==> src/rtl/hamming_secded_dec_if.sv <==
// Stream bundle between a codeword source, the SECDED decoder and the data consumer.
// The handshake semantics are documented once, in the header of hamming_secded_dec.sv.
interface hamming_secded_dec_if #(
  parameter int K = 4
);
  function automatic int calc_r(input int k);
    int r;
    r = 7;
    for (int i = 7; i >= 1; i--) begin
      if ((1 << i) >= k + i + 1) r = i;
    end
    return r;
  endfunction

  localparam int R = calc_r(K);
  localparam int N = K + R + 1;

  logic         in_valid;
  logic         in_ready;
  logic [N:1]   cw_in;
  logic         correct_en;
  logic         out_valid;
  logic         out_ready;
  logic [K:1]   data_out;
  logic         err_corr;
  logic         err_dbl;

  modport master (
    output in_valid, cw_in, correct_en, out_ready,
    input  in_ready, out_valid, data_out, err_corr, err_dbl
  );

  modport slave (
    input  in_valid, cw_in, correct_en, out_ready,
    output in_ready, out_valid, data_out, err_corr, err_dbl
  );
endinterface

==> src/rtl/hamming_secded_dec.sv <==
// Two-stage Hamming SECDED decoder with valid/ready streaming and saturating error counters.
// Handshake: a transfer happens on a rising edge where valid && ready; once out_valid is high the result holds until out_ready.
module hamming_secded_dec #(
  parameter int K     = 4,
  parameter int CNT_W = 16
) (
  input  logic                  clk_dec,
  input  logic                  rst_dec,
  hamming_secded_dec_if.slave   dec_bus,
  input  logic                  clr_cnt,
  output logic [CNT_W-1:0]      corr_cnt,
  output logic [CNT_W-1:0]      dbl_cnt
);
  function automatic int calc_r(input int k);
    int r;
    r = 7;
    for (int i = 7; i >= 1; i--) begin
      if ((1 << i) >= k + i + 1) r = i;
    end
    return r;
  endfunction

  localparam int R = calc_r(K);
  localparam int N = K + R + 1;

  function automatic logic [R-1:0] syndrome(input logic [N:1] cw);
    logic [R-1:0] s;
    s = '0;
    for (int p = 1; p <= K + R; p++) begin
      for (int j = 0; j < R; j++) begin
        if (((p >> j) & 1) != 0) s[j] = s[j] ^ cw[p];
      end
    end
    return s;
  endfunction

  // Data occupies every non-power-of-two position, in ascending order.
  function automatic logic [K:1] extract(input logic [N:1] cw);
    logic [K:1] d;
    int         di;
    d  = '0;
    di = 1;
    for (int p = 1; p <= K + R; p++) begin
      if ((p & (p - 1)) != 0) begin
        d[di] = cw[p];
        di++;
      end
    end
    return d;
  endfunction

  logic             v1_q;
  logic [N:1]       cw1_q;
  logic             ce1_q;
  logic [R-1:0]     s1_q;
  logic             p1_q;

  logic             out_valid_q;
  logic [K:1]       data_q;
  logic             corr_q;
  logic             dbl_q;

  logic [K:1]       data_d;
  logic             corr_d;
  logic             dbl_d;
  logic [N:1]       cw_fix;
  int               s_int;

  logic [CNT_W-1:0] corr_cnt_q, corr_cnt_d;
  logic [CNT_W-1:0] dbl_cnt_q, dbl_cnt_d;

  logic             advance;
  logic             deliver;

  // Both stages move together; a stalled output freezes the whole pipe.
  assign advance = !(out_valid_q && !dec_bus.out_ready);
  assign deliver = out_valid_q && dec_bus.out_ready;

  assign dec_bus.in_ready  = advance;
  assign dec_bus.out_valid = out_valid_q;
  assign dec_bus.data_out  = data_q;
  assign dec_bus.err_corr  = corr_q;
  assign dec_bus.err_dbl   = dbl_q;
  assign corr_cnt          = corr_cnt_q;
  assign dbl_cnt           = dbl_cnt_q;

  always_comb begin
    cw_fix = cw1_q;
    corr_d = 1'b0;
    dbl_d  = 1'b0;
    s_int  = int'(s1_q);
    if (p1_q) begin
      if (s_int == 0) begin
        corr_d = 1'b1;
      end else if (s_int <= K + R) begin
        corr_d = 1'b1;
        if (ce1_q) begin
          for (int p = 1; p <= K + R; p++) begin
            if (p == s_int) cw_fix[p] = ~cw_fix[p];
          end
        end
      end else begin
        dbl_d = 1'b1;
      end
    end else if (s_int != 0) begin
      dbl_d = 1'b1;
    end
    data_d = extract(cw_fix);
  end

  always_ff @(posedge clk_dec) begin
    if (rst_dec) begin
      v1_q        <= 1'b0;
      cw1_q       <= '0;
      ce1_q       <= 1'b0;
      s1_q        <= '0;
      p1_q        <= 1'b0;
      out_valid_q <= 1'b0;
      data_q      <= '0;
      corr_q      <= 1'b0;
      dbl_q       <= 1'b0;
    end else if (advance) begin
      v1_q        <= dec_bus.in_valid;
      out_valid_q <= v1_q;
      if (dec_bus.in_valid) begin
        cw1_q <= dec_bus.cw_in;
        ce1_q <= dec_bus.correct_en;
        s1_q  <= syndrome(dec_bus.cw_in);
        p1_q  <= ^dec_bus.cw_in;
      end
      if (v1_q) begin
        data_q <= data_d;
        corr_q <= corr_d;
        dbl_q  <= dbl_d;
      end
    end
  end

  // Clear wins over a simultaneous delivery; counts stick at all-ones.
  always_comb begin
    corr_cnt_d = corr_cnt_q;
    dbl_cnt_d  = dbl_cnt_q;
    if (clr_cnt) begin
      corr_cnt_d = '0;
      dbl_cnt_d  = '0;
    end else if (deliver) begin
      if (corr_q && (corr_cnt_q != '1)) corr_cnt_d = corr_cnt_q + 1'b1;
      if (dbl_q && (dbl_cnt_q != '1))   dbl_cnt_d  = dbl_cnt_q + 1'b1;
    end
  end

  always_ff @(posedge clk_dec) begin
    if (rst_dec) begin
      corr_cnt_q <= '0;
      dbl_cnt_q  <= '0;
    end else begin
      corr_cnt_q <= corr_cnt_d;
      dbl_cnt_q  <= dbl_cnt_d;
    end
  end
endmodule

==> src/flat_wrapper.sv <==
// flat-port wrapper written by rule: the top's interface ports become plain ports
module hamming_secded_dec_flat 
#(
  parameter int K     = 4,
  parameter int CNT_W = 16
)
  (clk_dec, rst_dec, clr_cnt, corr_cnt, dbl_cnt, dec_bus_in_valid, dec_bus_cw_in, dec_bus_correct_en, dec_bus_out_ready, dec_bus_in_ready, dec_bus_out_valid, dec_bus_data_out, dec_bus_err_corr, dec_bus_err_dbl);
  hamming_secded_dec_if #(.K(K)) dec_bus_i ();
  input  logic clk_dec;
  input  logic rst_dec;
  input  logic clr_cnt;
  output logic [CNT_W-1:0] corr_cnt;
  output logic [CNT_W-1:0] dbl_cnt;
  input wire logic [$bits(dec_bus_i.in_valid)-1:0] dec_bus_in_valid;
  input wire logic [$bits(dec_bus_i.cw_in)-1:0] dec_bus_cw_in;
  input wire logic [$bits(dec_bus_i.correct_en)-1:0] dec_bus_correct_en;
  input wire logic [$bits(dec_bus_i.out_ready)-1:0] dec_bus_out_ready;
  output wire logic [$bits(dec_bus_i.in_ready)-1:0] dec_bus_in_ready;
  output wire logic [$bits(dec_bus_i.out_valid)-1:0] dec_bus_out_valid;
  output wire logic [$bits(dec_bus_i.data_out)-1:0] dec_bus_data_out;
  output wire logic [$bits(dec_bus_i.err_corr)-1:0] dec_bus_err_corr;
  output wire logic [$bits(dec_bus_i.err_dbl)-1:0] dec_bus_err_dbl;
  assign dec_bus_i.in_valid = dec_bus_in_valid;
  assign dec_bus_i.cw_in = dec_bus_cw_in;
  assign dec_bus_i.correct_en = dec_bus_correct_en;
  assign dec_bus_i.out_ready = dec_bus_out_ready;
  assign dec_bus_in_ready = dec_bus_i.in_ready;
  assign dec_bus_out_valid = dec_bus_i.out_valid;
  assign dec_bus_data_out = dec_bus_i.data_out;
  assign dec_bus_err_corr = dec_bus_i.err_corr;
  assign dec_bus_err_dbl = dec_bus_i.err_dbl;
  hamming_secded_dec #(.K(K), .CNT_W(CNT_W)) u_core (.clk_dec(clk_dec), .rst_dec(rst_dec), .dec_bus(dec_bus_i), .clr_cnt(clr_cnt), .corr_cnt(corr_cnt), .dbl_cnt(dbl_cnt));
endmodule
==> config.mk <==
export PLATFORM = sky130hd
export DESIGN_NAME = hamming_secded_dec_flat
export DESIGN_NICKNAME = d
export VERILOG_FILES = /design/src/rtl/hamming_secded_dec_if.sv /design/src/rtl/hamming_secded_dec.sv /design/src/flat_wrapper.sv
export SDC_FILE = /design/constraint.sdc
export NUM_CORES = 1
export LEC_CHECK = 0
export ABC_AREA = 1
export CORE_UTILIZATION = 50
export CTS_BUF_LIST = sky130_fd_sc_hd__clkbuf_16
export DETAILED_ROUTE_END_ITERATION = 8
export PLACE_DENSITY = 0.77
export SYNTH_ARGS = -nofsm -noshare
export SYNTH_HDL_FRONTEND = slang
export SYNTH_SLANG_ARGS = --single-unit
export TNS_END_PERCENT = 30
==> constraint.sdc <==
create_clock -name clk_dec -period 2.7 [get_ports clk_dec]
set_input_delay 0.54 -clock clk_dec [delete_from_list [all_inputs] [get_ports clk_dec]]
set_output_delay 0.54 -clock clk_dec [all_outputs]
set_load 0.02 [all_outputs]
Word-level counts from Yosys, hierarchy flattened:

Cells that the tools add are included.

* flip-flop bits (word level): 52
* bits of input ports: 14
* output and inout bits: 40
* word-level logic and storage cells: 93

* $add $sub $neg: 2
* equality and inequality tests: 9
* muxes and demuxes: 40
* bitwise operators: 17
* reductions and logical operators: 14

Operators with widths (number)
* $mux 1: 37
* $add 16x1->16 const B: 2
* $ne 16x16->1 const B: 2
* $mux 7: 3
* $eq 3x3->1 const A: 4
* $xor 1x1->1: 9
* $not 1->1: 8
* $reduce_and 2->1: 4
* $reduce_xor 8->1: 1
* $eq 2x3->1 const A: 2
* $logic_and 1x1->1: 4
* $eq 1x3->1 const A: 1
* $logic_not 3->1: 1
* $reduce_bool 3->1: 1
* $logic_not 1->1: 2
* $reduce_or 2->1: 1

Depth between registers and ports, before layout:

Gate-level depths: netlist of the first run.

* word-level depth: 13
* mapped depth: 10
* mapped depth without buffers: 10

Worst setup path before layout of the first run:

No wires, ideal clock.

* kind: register to register
* from: register u_core.corr_cnt_q[0], in the netlist u_core.corr_cnt[0]
* to: register u_core.corr_cnt_q[10], in the netlist u_core.corr_cnt[10]
* library setup time: 0.134 ns
* arrival time: 1.514 ns
* required time: 2.566 ns
* setup slack: 1.052 ns
* stages on the path, launching flop included: 10
* buffers on the path: 1
* clock period less this slack: 1.648 ns
* cells stage by stage: dfxtp_1 -> ha_1 -> nand3_1 -> inv_2 -> nand2_2 -> nor2_1 -> nor2_2 -> buf_4 -> nand2_1 -> a21oi_1

* cells in the longest elaborated chain, start to end: 3
* elaborated cells on any way between the ends: 4
* those cells by class: 1 x add/sub; 1 x eq/ne; 2 x reduce/logical

Ends and longest elaborated chain
* from (decl): RTL line hamming_secded_dec.sv:69 `logic [CNT_W-1:0] corr_cnt_q, corr_cnt_d;`
* from (signal assigned): RTL line hamming_secded_dec.sv:157 `corr_cnt_q <= corr_cnt_d;`
* branches (longest 3 deep; another with $add 16x1->16)

Several ways; the timed one is not identified.
A chain may end at the register's enable or synchronous reset.

Worst setup path in the final report of the first run:

* from: input port dec_bus_out_ready
* to: output port dec_bus_in_ready

* cells in the longest elaborated chain, start to end: 3

Ends and longest elaborated chain
* from (decl): RTL line flat_wrapper.sv:17 `input wire logic [$bits(dec_bus_i.out_ready)-1:0] dec_bus_out_ready;`
* $logic_not 1->1: RTL line hamming_secded_dec.sv:76 `assign advance = !(out_valid_q && !dec_bus.out_ready);`
* $logic_and 1x1->1: RTL line hamming_secded_dec.sv:76
* $logic_not 1->1: RTL line hamming_secded_dec.sv:76
* to (decl): RTL line flat_wrapper.sv:18 `output wire logic [$bits(dec_bus_i.in_ready)-1:0] dec_bus_in_ready;`

Every way passes these cells.

==> results of run 1 <==
## metal layers
| layer | vias to the layer above | part of all wire (%) |
|---|---|---|
| met1 | 1232 | 45 |
| met4 | 0 | 0.97 |
| met5 | - | 0 |
| li1 | 1432 | - |
| met2 | 62 | 51 |
| met3 | 6 | 3.9 |
## per-stage QoR
stage               instance area, sq um  worst slack, ps  hold slack (ps)  util (%)
floorplan                           2780             1050              449         -
global placement                    3370              386              464      64.3
detailed placement                  3370              367              468      64.3
CTS                                 3530              358              479      67.5
global route                        3530              284              515      67.5
finish                              3530              354              479      67.5
## cell families (layout without fill, tap and decap cells)
logic type / Yosys count / in the layout / share of synthesized area [%]
simple gates: 236 / 236 / 35.0
flops: 49 / 49 / 35.3
xor+xnor: 27 / 27 / 8.50
buf+inv: 54 / 109 / 8.09
fa+ha+maj: 2 / 2 / 0.899
compound gates: 56 / 56 / 12.2
## critical path, stage by stage
cell and delay [ps]:
clkdlybuf4s50_1 470, inv_1 50, nand2_1 110, clkdlybuf4s50_1 620
## cell type report
cell class	instances	area, sq um	share of cell area, %
Sequential cell	49	981	27.8
Inverter	45	169	4.78
Tap cell	70	87.6	2.48
Multi-Input combinational cell	321	1580	44.6
Timing Repair Buffer	56	553	15.6
Clock inverter	3	42.5	1.20
Clock buffer	5	125	3.54
## layout by cell type, fill, tap and decap left out
master | Yosys | final
a211oi_1 | 2 | 2
a21oi_1 | 25 | 25
o21ai_2 | 1 | 1
xnor2_1 | 20 | 20
nand2_1 | 141 | 141
nor2_2 | 11 | 11
a22oi_1 | 1 | 1
nand3_1 | 12 | 12
ha_1 | 2 | 2
clkbuf_16 | 0 | 5
inv_2 | 1 | 1
clkinv_4 | 0 | 1
nand2_2 | 3 | 3
nor3_1 | 1 | 1
buf_4 | 1 | 3
o21ai_0 | 16 | 16
nand3_2 | 2 | 2
nand4_1 | 9 | 9
xor2_1 | 7 | 7
a21oi_2 | 10 | 10
clkdlybuf4s50_1 | 0 | 53
nor4_1 | 1 | 1
o21ai_4 | 1 | 1
bufinv_16 | 0 | 1
nor2_1 | 56 | 56
inv_1 | 44 | 45
dfxtp_1 | 49 | 49
## report_power, final
group	total [W]	internal [W]	switching, W	leakage [nW]
Clock	0.000707	0.000435	0.000271	0.0852
Sequential	0.000757	0.000742	0.0000146	0.398
Combinational	0.000160	0.0000704	0.0000898	0.810
## flip-flops by register name, indices dropped and copies added, names as in the netlist
name,cells
u_core.p1_q,1
u_core.corr_cnt,16
u_core.dec_bus.out_valid,1
u_core.ce1_q,1
u_core.cw1_q,4
u_core.dbl_cnt,16
u_core.s1_q,3
u_core.dec_bus.err_dbl,1
u_core.dec_bus.err_corr,1
u_core.v1_q,1
u_core.dec_bus.data_out,4
## worst max path at each step
stage / start / endpoint / slack (ps) / depth (start not counted)
after global routing: dec_bus_out_ready / dec_bus_in_ready / 280 / 4
after CTS: dec_bus_out_ready / dec_bus_in_ready / 360 / 4
after global placement: dec_bus_out_ready / dec_bus_in_ready / 390 / 4
final: dec_bus_out_ready / dec_bus_in_ready / 350 / 4
after detailed placement: dec_bus_out_ready / dec_bus_in_ready / 370 / 4
after floorplan: u_core.corr_cnt[0]$_SDFFE_PP0P_ / u_core.corr_cnt[10]$_SDFFE_PP0P_ / 1050 / 9
==> results.json, run 1 <==
{
  "status": "completed",
  "fillers": 477,
  "yosysMostFrequentCell": "nand2_1",
  "async_flop_share_pct": 0,
  "slew_viol_final": 0,
  "rsz0062_at_grt": "no",
  "finalNonFillerCells": 549,
  "grt.total_usage_pct": 21.7,
  "place_inst": 541,
  "hold_start": "u_core.cw1_q[6]$_SDFFE_PP0P_",
  "hp-class": "reg -> reg",
  "finalWirelength_microns": 6300,
  "grt.met1_usage_pct": 26.2,
  "wire_per_inst_microns": 11.5,
  "drc": 0,
  "antenna_found_initial": 0,
  "hold-path-cell-count": 2,
  "crit_arrival_ps": 1810,
  "syn_inst": 424,
  "post-route-min-period_ps": 2350,
  "drt_iter0_markers": 159,
  "seq_area_frac_synth_pct": 35.3,
  "hold_violations": 0,
  "syn-num-nets": 440,
  "cp_max_fo": 4,
  "r2r-start": "u_core.dbl_cnt[0]$_SDFFE_PP0P_",
  "yosys_most_used_dff": "dfxtp_1",
  "avgSynthCellArea_sq_um": 6.56,
  "yosys_warnings": 0,
  "netlist_area_sq_um": 2780,
  "cts_root_buf": "clkbuf_16",
  "layout-drive-gt1-share_pct": 8.14,
  "die_h_microns": 76.6,
  "fmax_mhz": 426,
  "synth_top_area_share_pct": 35.3,
  "overflow": 0,
  "ys_types": 27,
  "synth_edf_count": 0,
  "fin_worst_skew_ps": 5.52,
  "grt_use_met3_pct": 3.35,
  "worst_pin_slew_ps": 590,
  "start_kind": "input port",
  "vias_per_cell": 4.98,
  "dr.pass1.iters": 4,
  "met2_usage_pct": 39.6,
  "gp_congestion": 0.845,
  "die_area_sq_um": 5870,
  "antenna_cells": 0,
  "clk_path_buf_depth": 2,
  "r2r-end": "u_core.dbl_cnt[7]$_SDFFE_PP0P_",
  "leakage_nw": 1.29,
  "postCtsSetupBuffers": 0,
  "required_ps": 2160,
  "post-route-period-util_pct": 86.9,
  "cts.sinks": 49,
  "coreArea_sq_um": 5240,
  "synth_area_leaders": "dfxtp_1 35%, nand2_1 19%, nor2_1 7.6%",
  "clk_pin_slew_ps": 70,
  "crit_type": "in -> out",
  "synth-seq-cells": 49,
  "synthTopCellsByCount": "141 x nand2_1, 56 x nor2_1, 49 x dfxtp_1",
  "clk_latency_ps": 290,
  "hpwl_microns": 4570,
  "num_vias": 2732,
  "placementRows": 26,
  "die_width_microns": 76.6,
  "start_util_pct": 53.1,
  "hold_end": "u_core.cw1_q[6]$_SDFFE_PP0P_",
  "cts_buffers": 5,
  "rr_worst_depth": 7,
  "postRouteAntennaNets": 0,
  "end_kind": "output pin",
  "numPortBuffers": 53,
  "first_global_vias": 2407,
  "ios": 54,
  "drv_cap": 0,
  "cts_tree": "yes",
  "vdd_ir_drop_max_mv": 0.330,
  "setup_tns_ps": 0,
  "p_total_w": 0.00162,
  "area_growth_pct": 27.0,
  "fin_nets": 494,
  "grt_max_degree": 24,
  "regToRegSetupSlack_ps": 760,
  "slew_headroom_pct": 60.7,
  "grt_pass1_wl_microns": 10500,
  "yosysTopAreaCell": "dfxtp_1",
  "p_per_area_nw_per_um2": 459,
  "htree_levels": 2,
  "busiest_layer": "met2",
  "setup_viol": 0,
  "cts_resized": 0,
  "cts_hold_buf": 0
}
No activity file was read; power rests on OpenSTA's default activity.
==> inputs of run 2 (changes only) <==
--- a/config.mk
+++ b/config.mk
@@ -9,6 +9,7 @@
 export CORE_UTILIZATION = 50
 export CTS_BUF_LIST = sky130_fd_sc_hd__clkbuf_16
 export DETAILED_ROUTE_END_ITERATION = 8
+export GPL_TIMING_DRIVEN = 0
 export PLACE_DENSITY = 0.77
 export SYNTH_ARGS = -nofsm -noshare
 export SYNTH_HDL_FRONTEND = slang
==> run 2 against run 1 <==
Count of clock-buffer cells in the layout unchanged. Final area is 1.3% higher. Worst hold slack gained 13 ps. Die area is the same. Combinational power barely moved. Clock power rose by 14%. First-iteration DRC count decreased by 26%. Critical path depth unchanged. Flip-flop and latch count unchanged.
==> results.json, run 2 (same netlist as run 1, synthesis figures left out) <==
{
  "status": "completed",
  "slowest_delay_ps": 630,
  "antenna_found_initial": 0,
  "placementRows": 26,
  "clk_latency_ps": 290,
  "setup_tns_ps": 0,
  "overflow": 0,
  "clk_path_buf_depth": 2,
  "final_common_cell": "nand2_1",
  "die_h_microns": 76.6,
  "r2r-start": "u_core.corr_cnt[0]$_SDFFE_PP0P_",
  "path_cells": "clkdlybuf4s50_1, inv_1, nand2_1, clkdlybuf4s50_1",
  "startpoint": "dec_bus_out_ready",
  "grt.total_usage_pct": 22.4,
  "area_growth_pct": 28.7,
  "ios": 54,
  "antenna_cells": 0,
  "first_global_vias": 2493,
  "die_width_microns": 76.6,
  "numPortBuffers": 52,
  "postRouteAntennaNets": 0,
  "rr_worst_depth": 9,
  "crit_top_cell": "clkdlybuf4s50_1",
  "die_area_sq_um": 5870,
  "fillers": 478,
  "num_vias": 2778,
  "drv_cap": 0,
  "vias_per_cell": 5.01,
  "cp_slowest_cell": "clkdlybuf4s50_1",
  "clk_pin_slew_ps": 70,
  "htree_levels": 2,
  "fin_nets": 499,
  "required_ps": 2160,
  "post-route-min-period_ps": 2350,
  "layout-drive-gt1-share_pct": 8.88,
  "setup_viol": 0,
  "slew_headroom_pct": 67.2,
  "gp_congestion": 0.828,
  "layout_common_cells": "141 x nand2_1, 56 x nor2_1, 52 x clkdlybuf4s50_1, 49 x dfxtp_1, 44 x inv_1",
  "crit_end": "dec_bus_in_ready",
  "path_buf_inv": 3,
  "cts_root_buf": "clkbuf_16",
  "drt_iter0_markers": 117,
  "cts_resized": 0,
  "cts_hold_buf": 0,
  "start_kind": "input port",
  "cts_tree": "yes",
  "worst_pin_slew_ps": 493,
  "coreArea_sq_um": 5240,
  "wire_per_inst_microns": 11.6,
  "cp_max_fo": 4,
  "postCtsSetupBuffers": 0,
  "post-route-period-util_pct": 87.2,
  "stdcell_area_sq_um": 3580,
  "start_util_pct": 53.1,
  "regToRegSetupSlack_ps": 900,
  "cts.sinks": 49,
  "r2r-end": "u_core.corr_cnt[3]$_SDFFE_PP0P_",
  "dr.pass1.iters": 5,
  "fmax_mhz": 425,
  "end_kind": "output pin",
  "p_per_area_nw_per_um2": 480,
  "vdd_ir_drop_max_mv": 0.349,
  "post_dp_cell_area_sq_um": 3390,
  "leakage_nw": 1.32,
  "drc": 0,
  "grt_max_degree": 16,
  "cp_num_cells": 4,
  "fin_worst_skew_ps": 5.13,
  "path_delay_family": "buffers and inverters",
  "finalWirelength_microns": 6420,
  "hold_violations": 0,
  "crit_type": "in -> out",
  "rsz0062_at_grt": "no",
  "slew_viol_final": 0,
  "crit_arrival_ps": 1810,
  "hp-class": "reg -> reg",
  "grt_pass1_wl_microns": 10900,
  "cts_buffers": 5,
  "hpwl_microns": 4870
}
==> run 2: tightest hold or removal path, cell delays in order (launching register included) <==
cell and delay (ps):
dfxtp_1 320, nand2_1 60, a21oi_1 60
==> run 2: worst min path at each step <==
stage                                       from                           end  slack, ps  cells after the start
finish              u_core.cw1_q[5]$_SDFFE_PP0P_  u_core.cw1_q[5]$_SDFFE_PP0P_        490                      2
global route        u_core.cw1_q[5]$_SDFFE_PP0P_  u_core.cw1_q[5]$_SDFFE_PP0P_        500                      2
CTS                 u_core.cw1_q[5]$_SDFFE_PP0P_  u_core.cw1_q[5]$_SDFFE_PP0P_        480                      2
detailed placement  u_core.cw1_q[5]$_SDFFE_PP0P_  u_core.cw1_q[5]$_SDFFE_PP0P_        470                      2
global placement    u_core.cw1_q[5]$_SDFFE_PP0P_  u_core.cw1_q[5]$_SDFFE_PP0P_        460                      2
floorplan           u_core.cw1_q[3]$_SDFFE_PP0P_  u_core.cw1_q[3]$_SDFFE_PP0P_        450                      2
==> run 2: area by class of cell <==
class | instances | area, sq um | area share [%]
flip-flops and latches | 49 | 981 | 27.4
clock buffers | 5 | 125 | 3.49
repair buffers | 52 | 520 | 14.5
well taps | 70 | 87.6 | 2.45
multi-input cells | 321 | 1580 | 44.0
plain buffers | 9 | 56.3 | 1.57
inverters | 45 | 169 | 4.72
clock inverters | 3 | 65.1 | 1.82
==> run 2: stage by stage <==
stage	total power [W]	cells	hold WS [ps]	util (%)	worst slack, ps
floorplan	0.000870	424	449	-	1050
global placement	0.000928	546	465	64.7	353
detailed placement	0.000932	546	475	64.7	357
CTS	0.00173	554	485	68.4	348
global route	0.00178	554	505	68.4	309
finish	0.00172	554	492	68.4	345
==> run 2: per-layer routing <==
| metal | wire [microns] | part of all wire [%] | global-route usage, % | vias to the layer above |
|---|---|---|---|---|
| li1 | - | - | - | 1447 |
| met1 | 2890 | 45 | 26.7 | 1259 |
| met2 | 3260 | 51 | 41.6 | 68 |
| met3 | 226 | 3.5 | 3.35 | 4 |
| met4 | 38 | 0.59 | 5.77 | 0 |
| met5 | 0 | 0 | 0 | - |
==> run 2: power breakdown <==
| group | total [W] | switching (W) | internal, W | leakage [nW] |
|---|---|---|---|---|
| sequential | 0.000757 | 0.0000146 | 0.000742 | 0.398 |
| clock | 0.000804 | 0.000275 | 0.000529 | 0.0938 |
| combinational | 0.000158 | 0.0000882 | 0.0000697 | 0.825 |
| total | 0.00172 | 0.000377 | 0.00134 | 1.32 |
==> inputs of run 3 (changes only) <==
--- a/config.mk
+++ b/config.mk
@@ -7,7 +7,6 @@
 export LEC_CHECK = 0
 export ABC_AREA = 1
 export CORE_UTILIZATION = 50
-export CTS_BUF_LIST = sky130_fd_sc_hd__clkbuf_16
 export DETAILED_ROUTE_END_ITERATION = 8
 export GPL_TIMING_DRIVEN = 0
 export PLACE_DENSITY = 0.77
==> run 3 against run 2 <==
Via count shrank 0.18%. Fmax is 0.15% lower. Largest cell class unchanged. Sequential share of layout area rose by 0.44 points. Wire length decreased by 1.9%. Largest power group is now registers. Combinational power hardly changed. Final area down 1.6%.
==> results.json, run 3 (same netlist as run 1, synthesis figures left out) <==
{
  "status": "completed",
  "area_growth_pct": 26.7,
  "first_global_vias": 2449,
  "ios": 54,
  "placementRows": 26,
  "htree_levels": 2,
  "slew_viol_final": 0,
  "crit_type": "in -> out",
  "die_width_microns": 76.6,
  "die_h_microns": 76.6,
  "post_dp_cell_area_sq_um": 3390,
  "end_kind": "output pin",
  "cts_hold_buf": 0,
  "finalWirelength_microns": 6300,
  "stdcell_area_sq_um": 3520,
  "vdd_ir_drop_max_mv": 0.256,
  "worst_pin_slew_ps": 497,
  "postRouteAntennaNets": 0,
  "vias_per_cell": 5.01,
  "crit_arrival_ps": 1820,
  "hp-class": "reg -> reg",
  "postCtsSetupBuffers": 0,
  "grt_max_degree": 16,
  "slew_headroom_pct": 66.9,
  "fin_nets": 499,
  "grt_pass1_wl_microns": 10800,
  "cts.sinks": 49,
  "drv_cap": 0,
  "drc": 0,
  "place_inst": 546,
  "wire_per_inst_microns": 11.4,
  "clk_path_buf_depth": 2,
  "leakage_nw": 1.29,
  "fmax_mhz": 424,
  "antenna_found_initial": 0,
  "gp_congestion": 0.828,
  "numPortBuffers": 52,
  "post-route-min-period_ps": 2360,
  "hpwl_microns": 4870,
  "cts_resized": 0,
  "finalNonFillerCells": 554,
  "cp_max_fo": 4,
  "clk_latency_ps": 310,
  "post-route-period-util_pct": 87.3,
  "cts_tree": "yes",
  "fin_util_pct": 67.3,
  "clk_pin_slew_ps": 90,
  "fin_worst_skew_ps": 6.78,
  "required_ps": 2160,
  "drt_iter0_markers": 128,
  "layout_common_cells": "141 x nand2_1, 56 x nor2_1, 52 x clkdlybuf4s50_1, 49 x dfxtp_1, 44 x inv_1",
  "num_vias": 2773,
  "p_per_area_nw_per_um2": 438,
  "final_common_cell": "nand2_1",
  "start_kind": "input port",
  "hold_violations": 0,
  "coreArea_sq_um": 5240,
  "dr.pass1.iters": 5,
  "cts_buffers": 5,
  "setup_tns_ps": 0,
  "layout-drive-gt1-share_pct": 8.88,
  "overflow": 0,
  "start_util_pct": 53.1,
  "cts_root_buf": "clkbuf_8",
  "antenna_cells": 0,
  "die_area_sq_um": 5870,
  "grt.total_usage_pct": 22.3,
  "rsz0062_at_grt": "no",
  "setup_viol": 0
}
[run 3: path summary, 6_finish.rpt]
path                                                 startpoint                               end  slack, ps  cells after the start
worst min register to register     u_core.cw1_q[5]$_SDFFE_PP0P_      u_core.cw1_q[5]$_SDFFE_PP0P_        490                      2
worst min-delay path               u_core.cw1_q[5]$_SDFFE_PP0P_      u_core.cw1_q[5]$_SDFFE_PP0P_        490                      2
worst max register to register  u_core.corr_cnt[0]$_SDFFE_PP0P_  u_core.corr_cnt[13]$_SDFFE_PP0P_        940                      9
worst max-delay path                          dec_bus_out_ready                  dec_bus_in_ready        340                      4
[run 3: power breakdown]
part           internal (W)  leakage [nW]  switching, W  total [W]
sequential         0.000742         0.398     0.0000145   0.000756
clock              0.000368        0.0681      0.000262   0.000630
combinational     0.0000697         0.825     0.0000879   0.000158
[run 3: cell type report]
class                   count  area (sq um)
flip-flops and latches     49           981
plain buffers               9          56.3
fillers                   483          1710
multi-input cells         321          1580
clock inverters             3          65.1
clock buffers               5          68.8
inverters                  45           169
well taps                  70          87.6
repair buffers             52           520
[run 3: per-stage QoR]
step / setup WS [ps] / hold WS [ps] / power (W)
after detailed placement: 357 / 475 / 0.000932
after CTS: 348 / 489 / 0.00155
after global routing: 309 / 509 / 0.00160
after global placement: 353 / 465 / 0.000928
final: 342 / 495 / 0.00154
after floorplan: 1050 / 449 / 0.000870
[run 3: layer usage]
metal | up-vias | wire, microns | share of wire [%] | track usage, %
met5 | - | 0 | 0 | 0
met4 | 0 | 51 | 0.81 | 5.58
met3 | 6 | 240 | 3.8 | 4.19
met2 | 66 | 3190 | 51 | 40.5
met1 | 1255 | 2810 | 45 | 26.7
li1 | 1446 | - | - | -
[run 3: critical path: stages]
cell and delay, ps:
clkdlybuf4s50_1 470, inv_1 50, nand2_1 130, clkdlybuf4s50_1 630
